--- src/rtl/alu_sequencer.sv ---
// ALU micro-sequencer: one op per IDLE->EXEC->DONE pass, drives ALU
// control lines, captures the ALU return into result and flags.
module alu_sequencer (
  input  logic       clk,
  input  logic       nrst,
  input  logic       start,
  input  logic [3:0] op,
  input  logic       dec_mode,
  input  logic       c_flag,
  input  logic [7:0] alu_out,
  input  logic       alu_carry,
  input  logic       alu_overflow,
  output logic       lda_sb,
  output logic       lda_zero,
  output logic       ldb_db,
  output logic       ldb_inv_db,
  output logic       ldb_adl,
  output logic       e_sum,
  output logic       e_and,
  output logic       e_eor,
  output logic       e_or,
  output logic       e_shiftr,
  output logic       carry_in,
  output logic       enable_dec,
  output logic       busy,
  output logic       done,
  output logic       err,
  output logic       wr_en,
  output logic [7:0] result,
  output logic       flag_c,
  output logic       flag_v,
  output logic       flag_z,
  output logic       flag_n
);

  typedef enum logic [1:0] {
    IDLE,
    EXEC,
    DONE
  } state_t;

  typedef struct packed {
    logic lda_sb;
    logic lda_zero;
    logic ldb_db;
    logic ldb_inv_db;
    logic ldb_adl;
    logic e_sum;
    logic e_and;
    logic e_eor;
    logic e_or;
    logic e_shiftr;
    logic carry_in;
    logic enable_dec;
  } ctrl_t;

  localparam logic [3:0] OP_ADC = 4'd0;
  localparam logic [3:0] OP_SBC = 4'd1;
  localparam logic [3:0] OP_AND = 4'd2;
  localparam logic [3:0] OP_EOR = 4'd3;
  localparam logic [3:0] OP_ORA = 4'd4;
  localparam logic [3:0] OP_LSR = 4'd5;
  localparam logic [3:0] OP_ROR = 4'd6;
  localparam logic [3:0] OP_ASL = 4'd7;
  localparam logic [3:0] OP_ROL = 4'd8;
  localparam logic [3:0] OP_INC = 4'd9;
  localparam logic [3:0] OP_CMP = 4'd10;

  // Controls are computed at the accepting edge from the live inputs,
  // so later input changes cannot disturb the op in flight.
  function automatic ctrl_t decode(
    input logic [3:0] o,
    input logic       c,
    input logic       d
  );
    ctrl_t k;
    k = '0;
    unique case (1'b1)
      (o == OP_ADC), (o == OP_SBC): begin
        k.lda_sb     = 1'b1;
        k.ldb_db     = (o == OP_ADC);
        k.ldb_inv_db = (o == OP_SBC);
        k.e_sum      = 1'b1;
        k.carry_in   = c;
        k.enable_dec = d;
      end
      (o == OP_AND), (o == OP_EOR), (o == OP_ORA): begin
        k.lda_sb = 1'b1;
        k.ldb_db = 1'b1;
        k.e_and  = (o == OP_AND);
        k.e_eor  = (o == OP_EOR);
        k.e_or   = (o == OP_ORA);
      end
      (o == OP_LSR), (o == OP_ROR): begin
        k.lda_sb   = 1'b1;
        k.e_shiftr = 1'b1;
        k.carry_in = (o == OP_ROR) & c;
      end
      (o == OP_ASL), (o == OP_ROL): begin
        k.lda_sb   = 1'b1;
        k.ldb_db   = 1'b1;
        k.e_sum    = 1'b1;
        k.carry_in = (o == OP_ROL) & c;
      end
      (o == OP_INC): begin
        k.lda_zero = 1'b1;
        k.ldb_db   = 1'b1;
        k.e_sum    = 1'b1;
        k.carry_in = 1'b1;
      end
      (o == OP_CMP): begin
        k.lda_sb     = 1'b1;
        k.ldb_inv_db = 1'b1;
        k.e_sum      = 1'b1;
        k.carry_in   = 1'b1;
      end
      default: ;
    endcase
    return k;
  endfunction

  state_t     state_q, state_d;
  logic [3:0] op_q, op_d;
  ctrl_t      ctrl_q, ctrl_d;
  logic [7:0] result_q, result_d;
  logic       flag_c_q, flag_c_d;
  logic       flag_v_q, flag_v_d;
  logic       flag_z_q, flag_z_d;
  logic       flag_n_q, flag_n_d;
  logic       busy_q, busy_d;
  logic       done_q, done_d;
  logic       err_q, err_d;
  logic       wr_en_q, wr_en_d;

  logic legal;
  logic upd_c;
  logic upd_v;

  assign legal = (op_q <= OP_CMP);
  assign upd_c = (op_q == OP_ADC) | (op_q == OP_SBC)
               | (op_q == OP_CMP) | (op_q == OP_LSR)
               | (op_q == OP_ROR) | (op_q == OP_ASL)
               | (op_q == OP_ROL);
  assign upd_v = (op_q == OP_ADC) | (op_q == OP_SBC);

  always_comb begin
    state_d  = state_q;
    op_d     = op_q;
    ctrl_d   = '0;
    result_d = result_q;
    flag_c_d = flag_c_q;
    flag_v_d = flag_v_q;
    flag_z_d = flag_z_q;
    flag_n_d = flag_n_q;
    busy_d   = busy_q;
    done_d   = 1'b0;
    err_d    = 1'b0;
    wr_en_d  = 1'b0;
    unique case (state_q)
      IDLE: begin
        if (start) begin
          state_d = EXEC;
          op_d    = op;
          ctrl_d  = decode(op, c_flag, dec_mode);
          busy_d  = 1'b1;
        end
      end
      EXEC: begin
        state_d = DONE;
        done_d  = 1'b1;
        if (legal) begin
          flag_z_d = (alu_out == 8'h00);
          flag_n_d = alu_out[7];
          if (upd_c) flag_c_d = alu_carry;
          if (upd_v) flag_v_d = alu_overflow;
          if (op_q != OP_CMP) begin
            result_d = alu_out;
            wr_en_d  = 1'b1;
          end
        end else begin
          err_d = 1'b1;
        end
      end
      DONE: begin
        state_d = IDLE;
        busy_d  = 1'b0;
      end
      default: begin
        state_d = IDLE;
        busy_d  = 1'b0;
      end
    endcase
  end

  always_ff @(posedge clk or negedge nrst) begin
    if (!nrst) begin
      state_q  <= IDLE;
      op_q     <= '0;
      ctrl_q   <= '0;
      result_q <= '0;
      flag_c_q <= 1'b0;
      flag_v_q <= 1'b0;
      flag_z_q <= 1'b0;
      flag_n_q <= 1'b0;
      busy_q   <= 1'b0;
      done_q   <= 1'b0;
      err_q    <= 1'b0;
      wr_en_q  <= 1'b0;
    end else begin
      state_q  <= state_d;
      op_q     <= op_d;
      ctrl_q   <= ctrl_d;
      result_q <= result_d;
      flag_c_q <= flag_c_d;
      flag_v_q <= flag_v_d;
      flag_z_q <= flag_z_d;
      flag_n_q <= flag_n_d;
      busy_q   <= busy_d;
      done_q   <= done_d;
      err_q    <= err_d;
      wr_en_q  <= wr_en_d;
    end
  end

  assign lda_sb     = ctrl_q.lda_sb;
  assign lda_zero   = ctrl_q.lda_zero;
  assign ldb_db     = ctrl_q.ldb_db;
  assign ldb_inv_db = ctrl_q.ldb_inv_db;
  assign ldb_adl    = ctrl_q.ldb_adl;
  assign e_sum      = ctrl_q.e_sum;
  assign e_and      = ctrl_q.e_and;
  assign e_eor      = ctrl_q.e_eor;
  assign e_or       = ctrl_q.e_or;
  assign e_shiftr   = ctrl_q.e_shiftr;
  assign carry_in   = ctrl_q.carry_in;
  assign enable_dec = ctrl_q.enable_dec;
  assign busy       = busy_q;
  assign done       = done_q;
  assign err        = err_q;
  assign wr_en      = wr_en_q;
  assign result     = result_q;
  assign flag_c     = flag_c_q;
  assign flag_v     = flag_v_q;
  assign flag_z     = flag_z_q;
  assign flag_n     = flag_n_q;

endmodule
--- config.mk ---
export PLATFORM = sky130hd
export DESIGN_NAME = alu_sequencer
export DESIGN_NICKNAME = d
export VERILOG_FILES = /design/src/rtl/alu_sequencer.sv
export SDC_FILE = /design/constraint.sdc
export NUM_CORES = 1
export LEC_CHECK = 0
export BUFFER_PORTS_ARGS = -buffer_cell sky130_fd_sc_hd__buf_2
export CORE_MARGIN = 10
export CORE_UTILIZATION = 49
export DETAILED_ROUTE_END_ITERATION = 8
export PLACE_DENSITY = 0.78
export SLEW_MARGIN = 20
export SYNTH_ARGS = -nofsm -noshare
export SYNTH_HDL_FRONTEND = slang
export SYNTH_SLANG_ARGS = --single-unit
--- constraint.sdc ---
create_clock -name clk -period 1.5 [get_ports clk]
set_clock_uncertainty 0.15 [all_clocks]
set_input_delay 0.15 -clock clk [delete_from_list [all_inputs] [get_ports clk]]
set_output_delay 0.15 -clock clk [all_outputs]
set_load 0.005 [all_outputs]
==> impl_results.md, run 1 <==
* R2R depth at 3
* GPL Wtd Cong at 0.807
* Crit path time final at 1.43 ns
* Core area at 0.00276 mm²
* Synth Area in Adders at 0%
* Vias in the first global route at 1,114
* Place WS at 0.0614 ns
* Number of buffers created by CTS at 5
* CTS root buffer: clkbuf_4
* Peak VDD IR at 1.07 mV
* First drt pass iteration count at 4
* Number of flip-flops in the largest register at 8
* Vias at 1,042
* Final HPWL DP at 2.23 mm
* Critical path type: reg2reg
* Crit path DAT at 1.50 ns
* Most frequent cells in the layout: buf_2, dfrtp_1, dlygate4sd3_1
* IO buf count at 45
* Synth Register Bits at 33
* IO Count at 47
* Hold slack at 0.0252 ns
* RSZ-0062 raised after global routing: false
* Layout area overhead at 32.7%
* Max-slew violations at 0
* Fraction of layout cells with a size suffix above 1 at 41.4%
* Cell variety after synth at 35
* Num Clock Sinks at 33
* GRT Util Overall at 12.5%
* Req. time, crit path at 1.56 ns
* Post-synthesis compound-gate area fraction at 7.24%
* Final Non-Filler Cells at 205
* Min-delay src: op[2]
* Largest net degree at the start of global routing at 34
* Max-Cap Viols at 0
* Peak Freq at 698 MHz
* Initial antenna violation count at 0
* Final wirelength at 3.24 mm
* Nets at 193
* Commonest non-fill, non-tap cell in the layout: buf_2
* Main combinational cell family by area after synthesis: simple AND/OR/NAND/NOR gates
* Synth Area in XOR/XNOR at 0%
* CTS max path bufs at 2
* Post-synth net total at 129
* Initial Util at 51.4%
* P per Cell Area at 1310 mW/mm²
* Hold path depth at 2
* Antenna cell count at 0
* RR Endpoint: flag_n
* CP max-delay cell: dfrtp_2
* Post-route setup TNS at 0 ns
* Worst Path Max Fanout at 6
* First-pass GRT wire length at 5.33 mm
* Post-synth top area share at 58.3%
* Die width at 73.8 µm
* Top cells by area, synth: dfrtp_1, mux2_4, mux2_1
* ANT nets after route at 0
* Routed WL per cell at 15.8 µm
* Register area share after synthesis at 58.3%
* Top cell type by total area after synthesis: dfrtp_1
* Syn_area_per_cell at 12.9 µm²
* Post-synthesis cell count at 110
* # DRC at 0
* Leak at 0.980 nW
* Worst Hold Endpoint: lda_zero
* Startpoint Class: flip-flop
* DIE AREA at 0.00544 mm²
* GRT Residual Overflow at 0
* Warnings from Yosys at 0
* Die height at 73.8 µm
* Post-Synth Simple-Gate Area at 15.5%
* Row cnt at 19
* Period utilisation layout at 95.5%
* Hold/Removal Path Class: in2reg
* Final hold vios at 0
* Final setup violation count at 0
* Setup WS post-layout at 0.0674 ns
* R2R Setup Slk at 0.07 ns
* Clk Latency, worst-skew pair at 0.32 ns
* Mux cell area share after synthesis at 15.0%
* CTS clock-pin slew for the worst setup and hold paths at 0.10 ns
* Critical path capture point type: flip-flop
* CTS tree: done
* Status: finished clean
* Worst R2R Start: op_q[2]
* Max incr delay on CP at 0.46 ns
* Avg Vias per Cell at 5.08
* # placed instances at 182
* H-tree depth at 2
* Initial detailed-routing violation count at 36
* Mapped cell area at 0.00142 mm²
* CP Cell Sequence: a21o_1 -> a21oi_2 -> mux2_1
[worst max-delay path, delay by kind of cell (launching register included)]
family | cells | cell delay (ns)
compound gates | 2 | 0.39
flops | 1 | 0.46
mux | 1 | 0.33
[cell usage after synthesis, drive strengths merged]
master,count
and3,2
nor3,3
o21ba,1
nand2,5
and2,1
nor4,5
buf,5
nand2b,4
mux2,15
nor2,4
and2b,1
a21o,2
nand3b,1
o21ai,5
a21oi,6
o221ai,1
nor2b,3
and3b,1
dfrtp,33
nor4b,1
inv,6
conb,1
or3,1
nor3b,1
nand4b,1
mux2i,1
[report_power, final]
part,switching [mW],internal (mW),leakage [nW]
Sequential,0.137,1.11,0.415
Combinational,0.296,0.435,0.533
Clock,0.274,0.221,0.0314
Total,0.708,1.76,0.980
[cells by family after synthesis]
| logic type | Yosys count |
|---|---|
| AO/OA/AOI/OAI | 15 |
| other | 1 |
| AND/OR/NAND/NOR | 34 |
| multiplexers | 16 |
| flip-flops | 33 |
| buffers and inverters | 11 |
[worst max-delay path by stage]
stage,startpoint,slack (ns),end,cells past startpoint
finish,op_q[2],0.07,flag_n,3
global route,op_q[2],0.0002,flag_n,3
CTS,op_q[2],0.04,flag_n,3
detailed placement,op_q[1],0.06,flag_n,3
global placement,op_q[2],0.09,flag_n,3
floorplan,op_q[2],0.14,flag_n,3
[routing by layer]
| metal | track usage, % | share of wire [%] | up-vias |
|---|---|---|---|
| met5 | 0 | 0 | - |
| met3 | 5.38 | 9.6 | 7 |
| met4 | 5.59 | 1.6 | 0 |
| met1 | 14.9 | 42 | 492 |
| li1 | - | - | 503 |
| met2 | 19.0 | 47 | 40 |
[final cells by class]
class	count	area [µm²]
Fill cell	219	876
Multi-Input combinational cell	66	542
Inverter	6	25.0
Timing Repair Buffer	62	393
Clock buffer	7	55.1
Tap cell	31	38.8
Sequential cell	33	828
[per-stage QoR]
stage	instance area, µm²	util (%)	power, mW
after floorplan	1420	-	1.66
after global placement	1660	60.3	1.93
after detailed placement	1660	60.3	1.96
after CTS	1880	68.1	2.49
after global routing	1880	68.2	2.62
final	1880	68.2	2.47
[what timing repair did]
item                                    in CTS  in global routing
resized for setup                            0                  3
endpoints found under the hold margin       52                  0
buffers inserted                             0                  0
hold buffers                                16                  0
endpoints found under the setup margin       0                  2
No activity file was read; power rests on OpenSTA's default activity.
==> run 2: changes to the inputs <==
ABC_AREA = 1   (was unset)
CORE_MARGIN = 2   (was 10)
==> run 2 against run 1 <==
Compared with the run above:
- combinational power fell by 9.2%
- design area rose by 2.4%
- global-route usage rose by 8.1 points
- routed wire length fell by 7.9%
- power fell by 2.3%
==> impl_results.md, run 2 <==
* Commonest non-fill, non-tap cell in the layout: nand2_1
* Layout Cell Area excl Fill at 0.00193 mm²
* Max-slew violations at 0
* P per Cell Area at 1250 mW/mm²
* H-tree depth at 2
* Top sig layer: met4
* Post-route setup TNS at 0 ns
* # DRC at 0
* Fraction of layout cells with a size suffix above 1 at 32.5%
* DIE AREA at 0.00333 mm²
* Peak Freq at 730 MHz
* Critical path capture point type: flip-flop
* Req. time, crit path at 1.58 ns
* Final setup violation count at 0
* Final hold vios at 0
* Post-synth net total at 181
* Number of flip-flops in the largest register at 8
* Warnings from Yosys at 0
* Vias at 1,263
* Final Non-Filler Cells at 262
* Post-synthesis async set-or-reset flop share at 100%
* Most frequent cells in the layout: nand2_1, buf_2, dfrtp_1
* Most frequent cells after synthesis: nand2_1, dfrtp_1, nor2_1, inv_1
* GRT Util Overall at 20.6%
* Hold/Removal Path Class: in2async
* Period utilisation layout at 91.3%
* IO buf count at 45
* Place WS at 0.158 ns
* Register area share after synthesis at 58.4%
* Setup WS post-layout at 0.130 ns
* Number of buffers created by CTS at 5
* Top-count cell post-synth: nand2_1
* Buffers inserted by post-CTS timing repair at 0
* Synth Register Bits at 33
* Leak at 1.07 nW
* Clk Latency, worst-skew pair at 0.33 ns
* Row cnt at 19
* RSZ-0062 raised after global routing: false
* CTS max path bufs at 2
* Routed WL per cell at 11.4 µm
* Peak VDD IR at 0.974 mV
* Num Clock Sinks at 33
* Status: finished clean
* WL met3 at 156 µm
* IO Count at 47
* Avg Vias per Cell at 4.82
* Post-synthesis cell count at 162
* Top cell type by total area after synthesis: dfrtp_1
* Die height at 57.7 µm
* CP Cell Sequence: nor2_2 -> nand2_2 -> nor4_1
* Vias in the first global route at 1,232
* Power, Total at 2.41 mW
* Worst Path Max Fanout at 17
* Largest net degree at the start of global routing at 19
* Post-DP Area at 0.00168 mm²
* Max-Cap Viols at 0
* Cell variety after synth at 21
* Met1 wire length at 1.17 mm
* Layout fillers at 226
* Hold slack at 0.102 ns
* First-pass GRT wire length at 5.12 mm
* Crit path time final at 1.37 ns
* ANT nets after route at 0
* Post-synth top area share at 58.4%
* Critical path type: reg2reg
* CTS root buffer: clkbuf_4
* Crit path DAT at 1.45 ns
* Mapped cell area at 0.00142 mm²
* # placed instances at 236
* Post-synth EDFFs at 0
* Nets at 249
* Core area at 0.00276 mm²
* Initial Util at 51.3%
* Die width at 57.7 µm
* Final HPWL DP at 2.16 mm
* Startpoint Class: flip-flop
* Top_reg_cell synth: dfrtp_1
* CP max-delay cell: dfrtp_1
* Initial antenna violation count at 0
* Top cells by area, synth: dfrtp_1, nand2_1, nor2_1
* Antenna cell count at 0
* GRT Residual Overflow at 0
* Max incr delay on CP at 0.44 ns
* Syn_area_per_cell at 8.74 µm²
* Layout area overhead at 36.2%
* CTS clock-pin slew for the worst setup and hold paths at 0.09 ns
* GPL Wtd Cong at 0.824
* Initial detailed-routing violation count at 62
* First drt pass iteration count at 4
* Final wirelength at 2.98 mm
* Fin util at 69.9%
* Met2 WL at 1.57 mm
* CTS tree: done
* R2R depth at 3
run 2: cell types whose count changed after synthesis, moves of 7 or more:
cell,before,now
inv_1,4,12
mux2_4,9,0
nor2_1,4,14
nand3_1,0,7
nand2_1,3,51
run 2: report_power, final:
| part | switching (mW) | leakage [nW] | total, mW | internal (mW) |
|---|---|---|---|---|
| Sequential | 0.109 | 0.427 | 1.20 | 1.09 |
| Combinational | 0.366 | 0.598 | 0.665 | 0.299 |
| Clock | 0.282 | 0.0413 | 0.553 | 0.271 |
| Total | 0.757 | 1.07 | 2.41 | 1.66 |
run 2: critical path, delay by kind of cell, from the launching register on:
family | cells | cell delay (ns)
simple gates | 3 | 0.67
flops | 1 | 0.44
run 2: final timing paths:
check,slack (ns),end,startpoint
min in group clk,0.33,result[1],result[1]
hold / removal,0.10,op_q[3],nrst
setup reg to reg,0.13,e_or,state_q[1]
hold reg to reg,0.33,result[1],result[1]
setup / recovery,0.13,e_or,state_q[1]
max in group asynchronous,0.69,result[6],nrst
run 2: timing repair:
action,4_1_cts,5_1_grt
endpoints found under the hold margin,53,0
gates resized for setup,0,0
hold buffers,18,0
run 2: cells by family (layout without fill, tap and decap cells):
group / after synthesis / in the layout / synth area share [%]
DFF: 33 / 33 / 58.4
and+or+nand+nor: 90 / 90 / 27.9
AOI/OAI and AO/OA: 15 / 15 / 6.45
other: 1 / 1 / 0.265
buffers and inverters: 23 / 92 / 7.07
run 2: final cells by class:
type	instances	area (µm²)	share of cell area, %
multi-input combinational	106	489	25.4
timing repair buffer	64	425	22.1
clock buffer	7	65.1	3.38
sequential	33	826	42.9
clock inverter	1	5.00	0.260
tap	31	38.8	2.01
inverter	20	77.6	4.03
run 2: layer usage:
layer / up-vias / track usage (%)
met4: 0 / 12.3
met2: 37 / 36.0
met3: 7 / 5.80
met1: 577 / 21.9
met5: - / 0
li1: 642 / -
==> run 3: changes to the inputs <==
BUFFER_PORTS_ARGS = -buffer_cell sky130_fd_sc_hd__buf_4   (was -buffer_cell sky130_fd_sc_hd__buf_2)
RECOVER_POWER = 100   (was unset)
==> run 3 against run 2 <==
Compared with the run above:
- first-iteration DRC count down 27%
- setup slack better by 0.0087 ns
- final cell count down 0.38%
- die area unchanged
- critical path type unchanged
- largest cell class unchanged
==> impl_results.md, run 3 (synthesized netlist as in run 2, its figures left out) <==
* Status: finished clean
* Peak Freq at 735 MHz
* Hold-fix buffers, CTS at 18
* First drt pass iteration count at 4
* Final HPWL DP at 2.22 mm
* R2R Setup Slk at 0.14 ns
* Initial antenna violation count at 0
* Area taken by multi-input logic gates at 489 µm²
* Vias at 1,280
* Critical path capture point type: flip-flop
* Hold/Removal Path Class: in2async
* Commonest non-fill, non-tap cell in the layout: nand2_1
* P per Cell Area at 1310 mW/mm²
* RR Endpoint: lda_zero
* Nets at 248
* RSZ-0062 raised after global routing: false
* CTS tree: done
* GRT Util Overall at 21.4%
* Final setup violation count at 0
* Antenna cell count at 0
* IO buf count at 45
* Crit path DAT at 1.47 ns
* Startpoint Class: flip-flop
* Largest net degree at the start of global routing at 34
* # DRC at 0
* CTS max path bufs at 2
* H-tree depth at 2
* Final hold vios at 0
* GRT Residual Overflow at 0
* Actual slew at the worst max-slew pin at 0.774 ns
* Core area at 0.00276 mm²
* Routed WL per cell at 12.2 µm
* Initial detailed-routing violation count at 45
* Die height at 57.7 µm
* Critical path type: reg2reg
* Number of flip-flops in the largest register at 8
* R2R depth at 5
* First-pass GRT wire length at 5.33 mm
* GPL Wtd Cong at 0.814
* Most frequent cells in the layout: nand2_1, dfrtp_1, clkbuf_4
* Layout fillers at 208
* Initial Util at 51.3%
* CTS root buffer: clkbuf_4
* PostCTS Resize Cnt at 0
* Layout area overhead at 43.1%
* Post-route setup TNS at 0 ns
* Period utilisation layout at 90.8%
* Die width at 57.7 µm
* ANT nets after route at 0
* Req. time, crit path at 1.61 ns
* Final Non-Filler Cells at 261
* IO Count at 47
* Layout Cell Area excl Fill at 0.00202 mm²
* Peak VDD IR at 0.949 mV
* Avg Vias per Cell at 4.90
* Worst slew margin at 48.4%
* Vias in the first global route at 1,319
* Final wirelength at 3.18 mm
* # placed instances at 235
* Clk Latency, worst-skew pair at 0.34 ns
* Leak at 1.07 nW
* Max-slew violations at 0
* Register area at 826 µm²
* Post-DP Area at 0.00177 mm²
* Row cnt at 19
* Crit path time final at 1.36 ns
* Worst R2R Start: state_q[1]
* Buffers inserted by post-CTS timing repair at 0
* Max-Cap Viols at 0
* CTS clock-pin slew for the worst setup and hold paths at 0.11 ns
* Fraction of layout cells with a size suffix above 1 at 30.9%
* Worst Path Max Fanout at 17
* Number of buffers created by CTS at 5
* DIE AREA at 0.00333 mm²
* Num Clock Sinks at 33
## run 3: layer usage
metal | track usage (%) | wire length, µm
met5 | 0 | 0
met4 | 14.3 | 83
met3 | 3.79 | 143
met2 | 39.8 | 1740
met1 | 21.4 | 1210
## run 3: worst max-delay path, cell delays in order (launching register included)
cell and delay (ns):
dfrtp_1 0.45, nor2_2 0.15, nand2_2 0.20, inv_2 0.12
nand2_1 0.07, nor3_1 0.13
## run 3: layout make-up
| cell class | instances | area share [%] |
|---|---|---|
| clock buffer | 7 | 2.72 |
| clock inverter | 1 | 1.48 |
| inverter | 20 | 3.83 |
| multi-input combinational | 106 | 24.2 |
| sequential | 33 | 40.8 |
| tap | 31 | 1.92 |
| timing repair buffer | 63 | 25.1 |
## run 3: worst max path at each step
stage	start	endpoint	cells past startpoint
final	state_q[1]	lda_zero	5
after global routing	state_q[1]	lda_zero	5
after CTS	state_q[1]	lda_zero	5
after detailed placement	op_q[1]	result[2]	5
after global placement	op_q[1]	result[0]	5
after floorplan	op_q[2]	flag_c	6
## run 3: per-stage QoR
stage / util, % / hold slack (ns) / setup slack (ns) / power [mW]
floorplan: - / -0.296 / 0.278 / 1.56
global placement: 64.2 / -0.0479 / 0.231 / 1.92
detailed placement: 64.2 / -0.0397 / 0.192 / 1.96
CTS: 73.8 / 0.117 / 0.119 / 2.70
global route: 73.4 / 0.343 / 0.0171 / 2.81
finish: 73.4 / 0.256 / 0.139 / 2.66
## run 3: where the power goes
part	internal, mW	switching (mW)	leakage, nW	total, mW
Sequential	1.09	0.122	0.427	1.21
Combinational	0.365	0.376	0.593	0.741
Clock	0.398	0.309	0.0455	0.707
